File: config.mk
export PLATFORM = sky130hd
export DESIGN_NAME = dd_tx_sched_flat
export DESIGN_NICKNAME = d
export VERILOG_FILES = /design/src/rtl/dd_tx_sched_pkg.sv /design/src/rtl/dd_tx_sched_if.sv /design/src/rtl/dd_sync_fifo.sv /design/src/rtl/dd_tx_sched.sv /design/src/flat_wrapper.sv
export SDC_FILE = /design/constraint.sdc
export NUM_CORES = 1
export LEC_CHECK = 0
export CAP_MARGIN = 5
export CORE_ASPECT_RATIO = 1.25
export CORE_MARGIN = 2
export CORE_UTILIZATION = 40
export DETAILED_ROUTE_END_ITERATION = 10
export PLACE_DENSITY = 0.61
export SLEW_MARGIN = 20
export SYNTH_ARGS = -nofsm -noshare
export SYNTH_HDL_FRONTEND = slang
export SYNTH_SLANG_ARGS = --single-unit
File: constraint.sdc
create_clock -name clk -period 3.1 [get_ports clk]
set_input_delay 0.62 -clock clk [delete_from_list [all_inputs] [get_ports clk]]
set_output_delay 0.62 -clock clk [all_outputs]
set_load 0.005 [all_outputs]
File: src/rtl/dd_tx_sched_pkg.sv
// Shared constants and descriptor layout for the data-delivery TX scheduler.
// The packet generator imports the same layout so both sides agree on field order.
package dd_tx_sched_pkg;
  localparam int FLOW_ID_W      = 10;
  localparam int FLOW_SEQ_NUM_W = 32;
  localparam int TX_CNT_W       = 2;
  localparam int FLAG_W         = 1;

  localparam logic [FLOW_ID_W-1:0] FLOW_ID_NONE = '1;

  typedef struct packed {
    logic [FLOW_ID_W-1:0]      fid;
    logic [FLOW_SEQ_NUM_W-1:0] seq;
    logic [TX_CNT_W-1:0]       tx_id;
  } seq_ent_t;

  // Output descriptor layout: fid | seq | tx_id | is_timeout
  typedef struct packed {
    logic [FLOW_ID_W-1:0]      fid;
    logic [FLOW_SEQ_NUM_W-1:0] seq;
    logic [TX_CNT_W-1:0]       tx_id;
    logic                      is_timeout;
  } tx_desc_t;

  localparam tx_desc_t DESC_IDLE = '{FLOW_ID_NONE, '0, '0, 1'b0};

  function automatic tx_desc_t seq_to_desc(input seq_ent_t e);
    return '{e.fid, e.seq, e.tx_id, 1'b0};
  endfunction

  function automatic tx_desc_t to_to_desc(input logic [FLOW_ID_W-1:0] fid);
    return '{fid, '0, '0, 1'b1};
  endfunction
endpackage

File: src/rtl/dd_tx_sched_if.sv
// Event inputs from the delivery engine and the descriptor port to the packet generator.
interface dd_tx_sched_if import dd_tx_sched_pkg::*; #(
  parameter int DROP_CNT_W = 16
);
  logic [FLOW_ID_W-1:0]      next_seq_fid_in;
  logic [FLOW_SEQ_NUM_W-1:0] next_seq_in;
  logic [TX_CNT_W-1:0]       next_seq_tx_id_in;
  logic [FLAG_W-1:0]         timeout_val_in;
  logic [FLOW_ID_W-1:0]      timeout_fid_in;
  logic                      out_valid;
  logic                      out_ready;
  logic [FLOW_ID_W-1:0]      out_fid;
  logic [FLOW_SEQ_NUM_W-1:0] out_seq;
  logic [TX_CNT_W-1:0]       out_tx_id;
  logic                      out_is_timeout;
  logic [DROP_CNT_W-1:0]     seq_drop_cnt;
  logic [DROP_CNT_W-1:0]     to_drop_cnt;

  modport slave (
    input  next_seq_fid_in, next_seq_in, next_seq_tx_id_in, timeout_val_in, timeout_fid_in,
           out_ready,
    output out_valid, out_fid, out_seq, out_tx_id, out_is_timeout, seq_drop_cnt, to_drop_cnt
  );

  modport master (
    output next_seq_fid_in, next_seq_in, next_seq_tx_id_in, timeout_val_in, timeout_fid_in,
           out_ready,
    input  out_valid, out_fid, out_seq, out_tx_id, out_is_timeout, seq_drop_cnt, to_drop_cnt
  );
endinterface

File: src/rtl/dd_sync_fifo.sv
// Single-clock FIFO with show-ahead read; pointers carry one extra wrap bit.
module dd_sync_fifo #(
  parameter int WIDTH = 8,
  parameter int DEPTH = 4
) (
  input  logic             clk,
  input  logic             rst,
  input  logic             wr_en,
  input  logic [WIDTH-1:0] wr_data,
  input  logic             rd_en,
  output logic [WIDTH-1:0] rd_data,
  output logic             full,
  output logic             empty
);
  localparam int AW = $clog2(DEPTH);

  logic [WIDTH-1:0] mem [DEPTH];
  logic [AW:0]      wr_ptr, rd_ptr;

  assign empty   = (wr_ptr == rd_ptr);
  assign full    = (wr_ptr[AW] != rd_ptr[AW]) && (wr_ptr[AW-1:0] == rd_ptr[AW-1:0]);
  assign rd_data = mem[rd_ptr[AW-1:0]];

  always_ff @(posedge clk) begin
    if (rst) begin
      wr_ptr <= '0;
      rd_ptr <= '0;
    end else begin
      if (wr_en) wr_ptr <= wr_ptr + (AW+1)'(1);
      if (rd_en) rd_ptr <= rd_ptr + (AW+1)'(1);
    end
  end

  // Write to a full FIFO is only issued alongside a pop, so the slot being read is reused.
  always_ff @(posedge clk) begin
    if (wr_en) mem[wr_ptr[AW-1:0]] <= wr_data;
  end
endmodule

File: src/rtl/dd_tx_sched.sv
// Buffers next-sequence and timeout events and arbitrates them onto one descriptor port,
// favouring timeouts but capping consecutive timeout grants while descriptors wait.
module dd_tx_sched import dd_tx_sched_pkg::*; #(
  parameter int SEQ_DEPTH  = 16,
  parameter int TO_DEPTH   = 8,
  parameter int TO_BURST   = 4,
  parameter int DROP_CNT_W = 16
) (
  input logic         clk,
  input logic         rst,
  dd_tx_sched_if.slave bus
);
  localparam int BW = $clog2(TO_BURST + 1);

  seq_ent_t              seq_wdata, seq_rdata;
  logic [FLOW_ID_W-1:0]  to_rdata;
  logic                  seq_full, seq_empty, to_full, to_empty;
  logic                  seq_in_vld, to_in_vld, seq_push, to_push, seq_pop, to_pop;
  logic                  load, pick_to, out_vld;
  logic [BW-1:0]         burst_cnt;
  logic [DROP_CNT_W-1:0] seq_drop, to_drop;
  tx_desc_t              out_q, grant;

  assign seq_in_vld = (bus.next_seq_fid_in != FLOW_ID_NONE);
  assign to_in_vld  = (bus.timeout_val_in != '0) && (bus.timeout_fid_in != FLOW_ID_NONE);
  assign seq_wdata  = '{bus.next_seq_fid_in, bus.next_seq_in, bus.next_seq_tx_id_in};

  assign load    = (!out_vld || bus.out_ready) && !(seq_empty && to_empty);
  assign pick_to = !to_empty && !((burst_cnt == BW'(TO_BURST)) && !seq_empty);
  assign to_pop  = load && pick_to;
  assign seq_pop = load && !pick_to;

  // A pop in the same cycle frees the slot, so a full FIFO can still accept.
  assign seq_push = seq_in_vld && (!seq_full || seq_pop);
  assign to_push  = to_in_vld && (!to_full || to_pop);

  assign grant = pick_to ? to_to_desc(to_rdata) : seq_to_desc(seq_rdata);

  dd_sync_fifo #(.WIDTH($bits(seq_ent_t)), .DEPTH(SEQ_DEPTH)) u_seq_fifo (
    .clk     (clk),
    .rst     (rst),
    .wr_en   (seq_push),
    .wr_data (seq_wdata),
    .rd_en   (seq_pop),
    .rd_data (seq_rdata),
    .full    (seq_full),
    .empty   (seq_empty)
  );

  dd_sync_fifo #(.WIDTH(FLOW_ID_W), .DEPTH(TO_DEPTH)) u_to_fifo (
    .clk     (clk),
    .rst     (rst),
    .wr_en   (to_push),
    .wr_data (bus.timeout_fid_in),
    .rd_en   (to_pop),
    .rd_data (to_rdata),
    .full    (to_full),
    .empty   (to_empty)
  );

  always_ff @(posedge clk) begin
    if (rst) begin
      out_vld   <= 1'b0;
      out_q     <= DESC_IDLE;
      burst_cnt <= '0;
      seq_drop  <= '0;
      to_drop   <= '0;
    end else begin
      if (load) begin
        out_vld <= 1'b1;
        out_q   <= grant;
      end else if (bus.out_ready) begin
        out_vld <= 1'b0;
      end
      // Burst count saturates so a long timeout-only stretch yields to the next descriptor.
      if (load) begin
        if (!pick_to)                          burst_cnt <= '0;
        else if (burst_cnt != BW'(TO_BURST))   burst_cnt <= burst_cnt + 1'b1;
      end
      if (seq_in_vld && !seq_push && seq_drop != '1) seq_drop <= seq_drop + 1'b1;
      if (to_in_vld && !to_push && to_drop != '1)    to_drop  <= to_drop + 1'b1;
    end
  end

  assign bus.out_valid      = out_vld;
  assign bus.out_fid        = out_q.fid;
  assign bus.out_seq        = out_q.seq;
  assign bus.out_tx_id      = out_q.tx_id;
  assign bus.out_is_timeout = out_q.is_timeout;
  assign bus.seq_drop_cnt   = seq_drop;
  assign bus.to_drop_cnt    = to_drop;
endmodule
File: src/flat_wrapper.sv
// flat-port wrapper written by rule: the top's interface ports become plain ports
module dd_tx_sched_flat import dd_tx_sched_pkg::*;
#(
  parameter int SEQ_DEPTH  = 16,
  parameter int TO_DEPTH   = 8,
  parameter int TO_BURST   = 4,
  parameter int DROP_CNT_W = 16
)
  (clk, rst, bus_next_seq_fid_in, bus_next_seq_in, bus_next_seq_tx_id_in, bus_timeout_val_in, bus_timeout_fid_in, bus_out_ready, bus_out_valid, bus_out_fid, bus_out_seq, bus_out_tx_id, bus_out_is_timeout, bus_seq_drop_cnt, bus_to_drop_cnt);
  dd_tx_sched_if #(.DROP_CNT_W(DROP_CNT_W)) bus_i ();
  input logic clk;
  input logic rst;
  input wire logic [$bits(bus_i.next_seq_fid_in)-1:0] bus_next_seq_fid_in;
  input wire logic [$bits(bus_i.next_seq_in)-1:0] bus_next_seq_in;
  input wire logic [$bits(bus_i.next_seq_tx_id_in)-1:0] bus_next_seq_tx_id_in;
  input wire logic [$bits(bus_i.timeout_val_in)-1:0] bus_timeout_val_in;
  input wire logic [$bits(bus_i.timeout_fid_in)-1:0] bus_timeout_fid_in;
  input wire logic [$bits(bus_i.out_ready)-1:0] bus_out_ready;
  output wire logic [$bits(bus_i.out_valid)-1:0] bus_out_valid;
  output wire logic [$bits(bus_i.out_fid)-1:0] bus_out_fid;
  output wire logic [$bits(bus_i.out_seq)-1:0] bus_out_seq;
  output wire logic [$bits(bus_i.out_tx_id)-1:0] bus_out_tx_id;
  output wire logic [$bits(bus_i.out_is_timeout)-1:0] bus_out_is_timeout;
  output wire logic [$bits(bus_i.seq_drop_cnt)-1:0] bus_seq_drop_cnt;
  output wire logic [$bits(bus_i.to_drop_cnt)-1:0] bus_to_drop_cnt;
  assign bus_i.next_seq_fid_in = bus_next_seq_fid_in;
  assign bus_i.next_seq_in = bus_next_seq_in;
  assign bus_i.next_seq_tx_id_in = bus_next_seq_tx_id_in;
  assign bus_i.timeout_val_in = bus_timeout_val_in;
  assign bus_i.timeout_fid_in = bus_timeout_fid_in;
  assign bus_i.out_ready = bus_out_ready;
  assign bus_out_valid = bus_i.out_valid;
  assign bus_out_fid = bus_i.out_fid;
  assign bus_out_seq = bus_i.out_seq;
  assign bus_out_tx_id = bus_i.out_tx_id;
  assign bus_out_is_timeout = bus_i.out_is_timeout;
  assign bus_seq_drop_cnt = bus_i.seq_drop_cnt;
  assign bus_to_drop_cnt = bus_i.to_drop_cnt;
  dd_tx_sched #(.SEQ_DEPTH(SEQ_DEPTH), .TO_DEPTH(TO_DEPTH), .TO_BURST(TO_BURST), .DROP_CNT_W(DROP_CNT_W)) u_core (.clk(clk), .rst(rst), .bus(bus_i));
endmodule
# == Word level (Yosys, flattened, before mapping) ==
# Memory sizes are Yosys's and may differ from the RTL's. A register that Yosys moved wholly into a read port is not among the register bits.
# Index checks and enable logic that the tools add are counted.
# word_totals
regBits,99
mem_bits_rw,784
inputBits,58
output_inout_bits,78
wordCells,77
n_memories,2
# op_classes
addsub,7
eq_ne,13
muxes,13
n_reduce_logical,30
# mem_list
name,depth,word_bits,rd,rd_ports_with_merged_regs,wr,line,text
u_core.u_seq_fifo.mem,16,44,1,1,1,dd_sync_fifo.sv:17,logic [WIDTH-1:0] mem [DEPTH];
u_core.u_to_fifo.mem,8,10,1,1,1,dd_sync_fifo.sv:17,
# op_table
op,n
$mux 45,1
$add 16x1->16 const B,2
$ne 16x16->1 const B,2
$ne 10x10->1 const B,2
$logic_and 1x1->1,15
$mux 3,4
$add 5x1->5 const B,2
$logic_not 1->1,10
$add 4x1->4 const B,2
$eq 4x4->1,2
$mux 4,2
$mux 1,6
$eq 5x5->1,1
$add 3x1->3 const B,1
$eq 3x3->1,1
$eq 3x3->1 const B,1
$logic_or 1x1->1,3
$ne 3x3->1 const B,1
$ne 1x1->1,2
$ne 2x2->1 const B,1
$reduce_and 2->1,1
$reduce_bool 2->1,1

# == Longest topological paths before layout ==
# logic_depth
word_depth,12
depth_mapped,9
ltp_nobuf,7

# == Hierarchy ==
# From an unflattened synthesis, not the netlist that was laid out.
# unflattened
cells_unflattened,1716
hier_area_um2,34032.6
# modules_own_cells
module,n_inst,cells_each,area_each_um2,seq_area_each_um2
dd_sync_fifo (u_core.u_seq_fifo),1,1156,26992.1,21420.5
dd_sync_fifo (u_core.u_to_fifo),1,172,3563.4,2622.5
dd_tx_sched,1,388,3477.1,1621.6

# == Least setup slack after synthesis ==
# No wires, ideal clock.
# synth_timing
kind,in2reg
startpoint,input bus_out_ready
endpoint,"memory u_core.u_seq_fifo.mem[11][0] (netlist name), enable pin"
setup_ps,406
t_arrival_ps,2889
required_ps,2694
path_slack_ps,-195
path_stages,6
path_buffers,1
path_cell_list,and2b_2 o21ai_0 a211oi_1 nor2_1 clkbuf_1 and3_1
# synth_via
elab_chain_cells,7
# synth_lines
item,line,text
from (decl),flat_wrapper.sv:18,input wire logic [$bits(bus_i.out_ready)-1:0] bus_out_ready;
$logic_or 1x1->1,dd_tx_sched.sv:28,assign load = (!out_vld || bus.out_ready) && !(seq_empty && to_empty);
$logic_and 1x1->1,dd_tx_sched.sv:28,
$logic_and 1x1->1,dd_tx_sched.sv:31,assign seq_pop = load && !pick_to;
$logic_or 1x1->1,dd_tx_sched.sv:34,assign seq_push = seq_in_vld && (!seq_full || seq_pop);
$logic_and 1x1->1,dd_tx_sched.sv:34,
$mux 1,dd_sync_fifo.sv:36,if (wr_en) mem[wr_ptr[AW-1:0]] <= wr_data;
$mux 1 (implied by the code),dd_sync_fifo.sv:36,
to (decl),dd_sync_fifo.sv:17,
# No other way between the ends.

# == Worst setup path in the final report ==
# layout_timing
startpoint,input bus_out_ready
endpoint,"memory u_core.u_seq_fifo.mem[14][22] (netlist name), enable pin"
# Same word-level chain as after synthesis.

==> out/results.tsv <==
metric	value	unit
outcome	finished clean	
antenna_found_initial	2	
synthArstFlopShare	0	
arrival	3.15	ns
post_dp_cell_area	0.0380	mm^2
cts.clk_slew.worst_paths	0.06	ns
max_stage_delay	0.53	ns
drv_slew	0	
min_from	u_core.bus.out_seq[21]	
skew	0.0276	ns
yosysMostFrequentCell	edfxtp_1	
final_cell_area	0.0410	mm^2
dieHeight	331	um
via_per_inst	5.58	
clk_latency	0.65	ns
cts_buffers	87	
slowest_stage	clkdlybuf4s50_1	
grt.total_usage	0.180	
synth-warning-count	0	
worstReg2RegStart	u_core.burst_cnt[0]	
r2r_slack	0.28	ns
ys_ff_latch	890	
p_leak	12.9	nW
synth_edf_count	784	
die-area	0.0879	mm^2
fillers	6738	
tritoncts	yes	
wirelength	78300	um
numClockSinks	890	
yosysSeqAreaShare	0.750	
grt_overflow_total	0	
hold_ws	0.479	ns
drt_iter0_markers	1496	
synth_top_cells_by_count	edfxtp_1, mux4_2, dfxtp_1	
dpl_worst_slack	-0.536	ns
drc	0	
grt_pass1_wl	116000	um
dp.cells	2873	
min_to	u_core.bus.out_seq[21]	
drt_pass1_iterations	5	
wl_per_cell	25.8	um
cts_hold_buf	0	
finalPower	30.0	mW
nNetsFinal	1942	
ys_top_cells_by_area	edfxtp_1, mux4_2, dfxtp_1	
slew_headroom	0.372	
finalCritPeriodShare	0.911	
post-dp-hpwl	49500	um
synth_top_area_share	0.688	
num_rows	119	
synth-main-ff-cell	edfxtp_1	
fmax	354	MHz
cp_cell_sequence	clkdlybuf4s50_1 -> and2b_2 -> o21ai_0 -> a211oi_1 -> nor2_2 -> and3_2 -> buf_12	
ios	136	
synth_area_leader_cell	edfxtp_1	
critPathTopFamily	simple AND/OR/NAND/NOR gates	
critPathBufInv	2	
start_util	0.405	
gp_congestion	0.797	
num_antenna_cells	0	
stdcell_count	3036	
r2r_cells	8	
h-tree-depth	3	
final_util	0.485	
drv_cap	0	
cp_max_fo	23	
end_kind	flop	
p_per_area	731	mW/mm^2
coreArea	0.0844	mm^2
die_x	266	um
worst-setup-path-type	in2reg	
tightest_slew	0.938	ns
final_layout_size_suffix_gt1_frac	0.278	
cts-root-buf	clkbuf_16	
grt_setup_unrepaired	no	
grt_pass1_vias	17835	
cp.required	3.42	ns
final_antenna_net_count	0	
syn-mean-instance-area	21.0	um^2
period_needed	2.83	ns
hold_viol	0	
multi_input_area	0.00810	mm^2
start_kind	input pin	
grt_max_degree	59	
io_buffers	135	
r2r-end	u_core.u_seq_fifo.mem[14][22]	
fin_ws	0.275	ns
irDropWorstVdd	0.463	mV
vias	16950	
synthCells	1626	
cts_buffer_depth	3	
area_growth	19.8	%
tns	0	ns
finalSetupViolCount	0	
ys_types	61	
worstHoldPathType	reg2reg	
holdPathStages	1	
netlist_area	0.0342	mm^2
synth_nets	1695	
seq_area	0.0257	mm^2
## how the worst max path moves through the flow
stage                         from  cells after the start                             to
5_1_grt        u_core.burst_cnt[0]                      8  u_core.u_seq_fifo.mem[14][22]
6_report             bus_out_ready                      7  u_core.u_seq_fifo.mem[14][22]
2_1_floorplan        bus_out_ready                      5    u_core.u_seq_fifo.mem[3][0]
3_5_place_dp         bus_out_ready                      7  u_core.u_seq_fifo.mem[14][14]
3_3_place_gp         bus_out_ready                      7  u_core.u_seq_fifo.mem[14][13]
4_1_cts        u_core.burst_cnt[0]                      8  u_core.u_seq_fifo.mem[14][22]
## per-layer routing
| layer | routed length, um | vias up | GRT usage |
|---|---|---|---|
| met5 | 13 | - | 0 |
| met4 | 1640 | 2 | 0.0528 |
| met1 | 31900 | 9003 | 0.229 |
| met2 | 40900 | 482 | 0.317 |
| met3 | 3850 | 106 | 0.0300 |
| li1 | - | 7357 | - |
## worst reg2reg max path: cells and delay by family (launching register included)
family,cells,cell delay (ns)
simple gates,3,1.09
compound gates,2,0.54
flops,1,0.32
buf+inv,2,0.32
fa+ha+maj,1,0.20
## area by class of cell
type / instances / area share
Clock buffer: 123 / 0.0602
Tap cell: 1089 / 0.0332
Sequential cell: 890 / 0.626
Inverter: 18 / 0.00165
Clock inverter: 40 / 0.0130
Multi-Input combinational cell: 630 / 0.198
Timing Repair Buffer: 246 / 0.0678
## cell families (layout without fill, tap and decap cells)
| family | Yosys count | after routing | share of synthesized area |
|---|---|---|---|
| AO/OA/AOI/OAI | 163 | 163 | 0.0337 |
| multiplexers | 259 | 259 | 0.164 |
| flip-flops | 890 | 890 | 0.750 |
| buffers and inverters | 106 | 427 | 0.0142 |
| adder cells (fa/ha/maj) | 11 | 11 | 0.00402 |
| AND/OR/NAND/NOR | 184 | 184 | 0.0303 |
| XOR/XNOR | 13 | 13 | 0.00333 |
## flip-flops by register name, summed over array words and instances (netlist names), named ones only
register	count
u_core.u_seq_fifo.mem	704
u_core.u_to_fifo.mem	80
u_core.bus.out_seq	32
u_core.bus.seq_drop_cnt	16
u_core.bus.to_drop_cnt	16
u_core.bus.out_fid	10
u_core.u_seq_fifo.rd_ptr	5
u_core.u_seq_fifo.wr_ptr	5
u_core.u_to_fifo.rd_ptr	4
u_core.u_to_fifo.wr_ptr	4
u_core.burst_cnt	3
u_core.bus.out_tx_id	2
u_core.bus.out_is_timeout	1
u_core.bus.out_valid	1
## power breakdown
part	switching (mW)	leakage [nW]	internal (mW)
logic	2.47	3.41	2.61
registers	0.269	7.99	13.6
clock network	4.46	1.46	6.57
## cell usage in the layout, fill, tap and decap left out, types with 12 or more instances in the layout
master and n:
buf_4 63, clkinv_2 15, clkdlybuf4s50_1 134, o21ai_0 32, nand3_1 24, bufinv_16 12
clkbuf_1 24, and3_2 16, a21oi_1 38, o31ai_1 15, edfxtp_1 784, buf_12 48
or3_1 15, mux2_2 17, clkbuf_16 90, nand2_1 23, a22o_1 34, mux4_2 240
or4_1 14, inv_1 18, dfxtp_1 102, nor2_1 32
## repair_timing
action	CTS	global route
setup endpoints to repair	0	632
hold endpoints to repair	0	0
resized for setup	0	1
setup buffers	0	0
No activity file was read; power rests on OpenSTA's default activity.
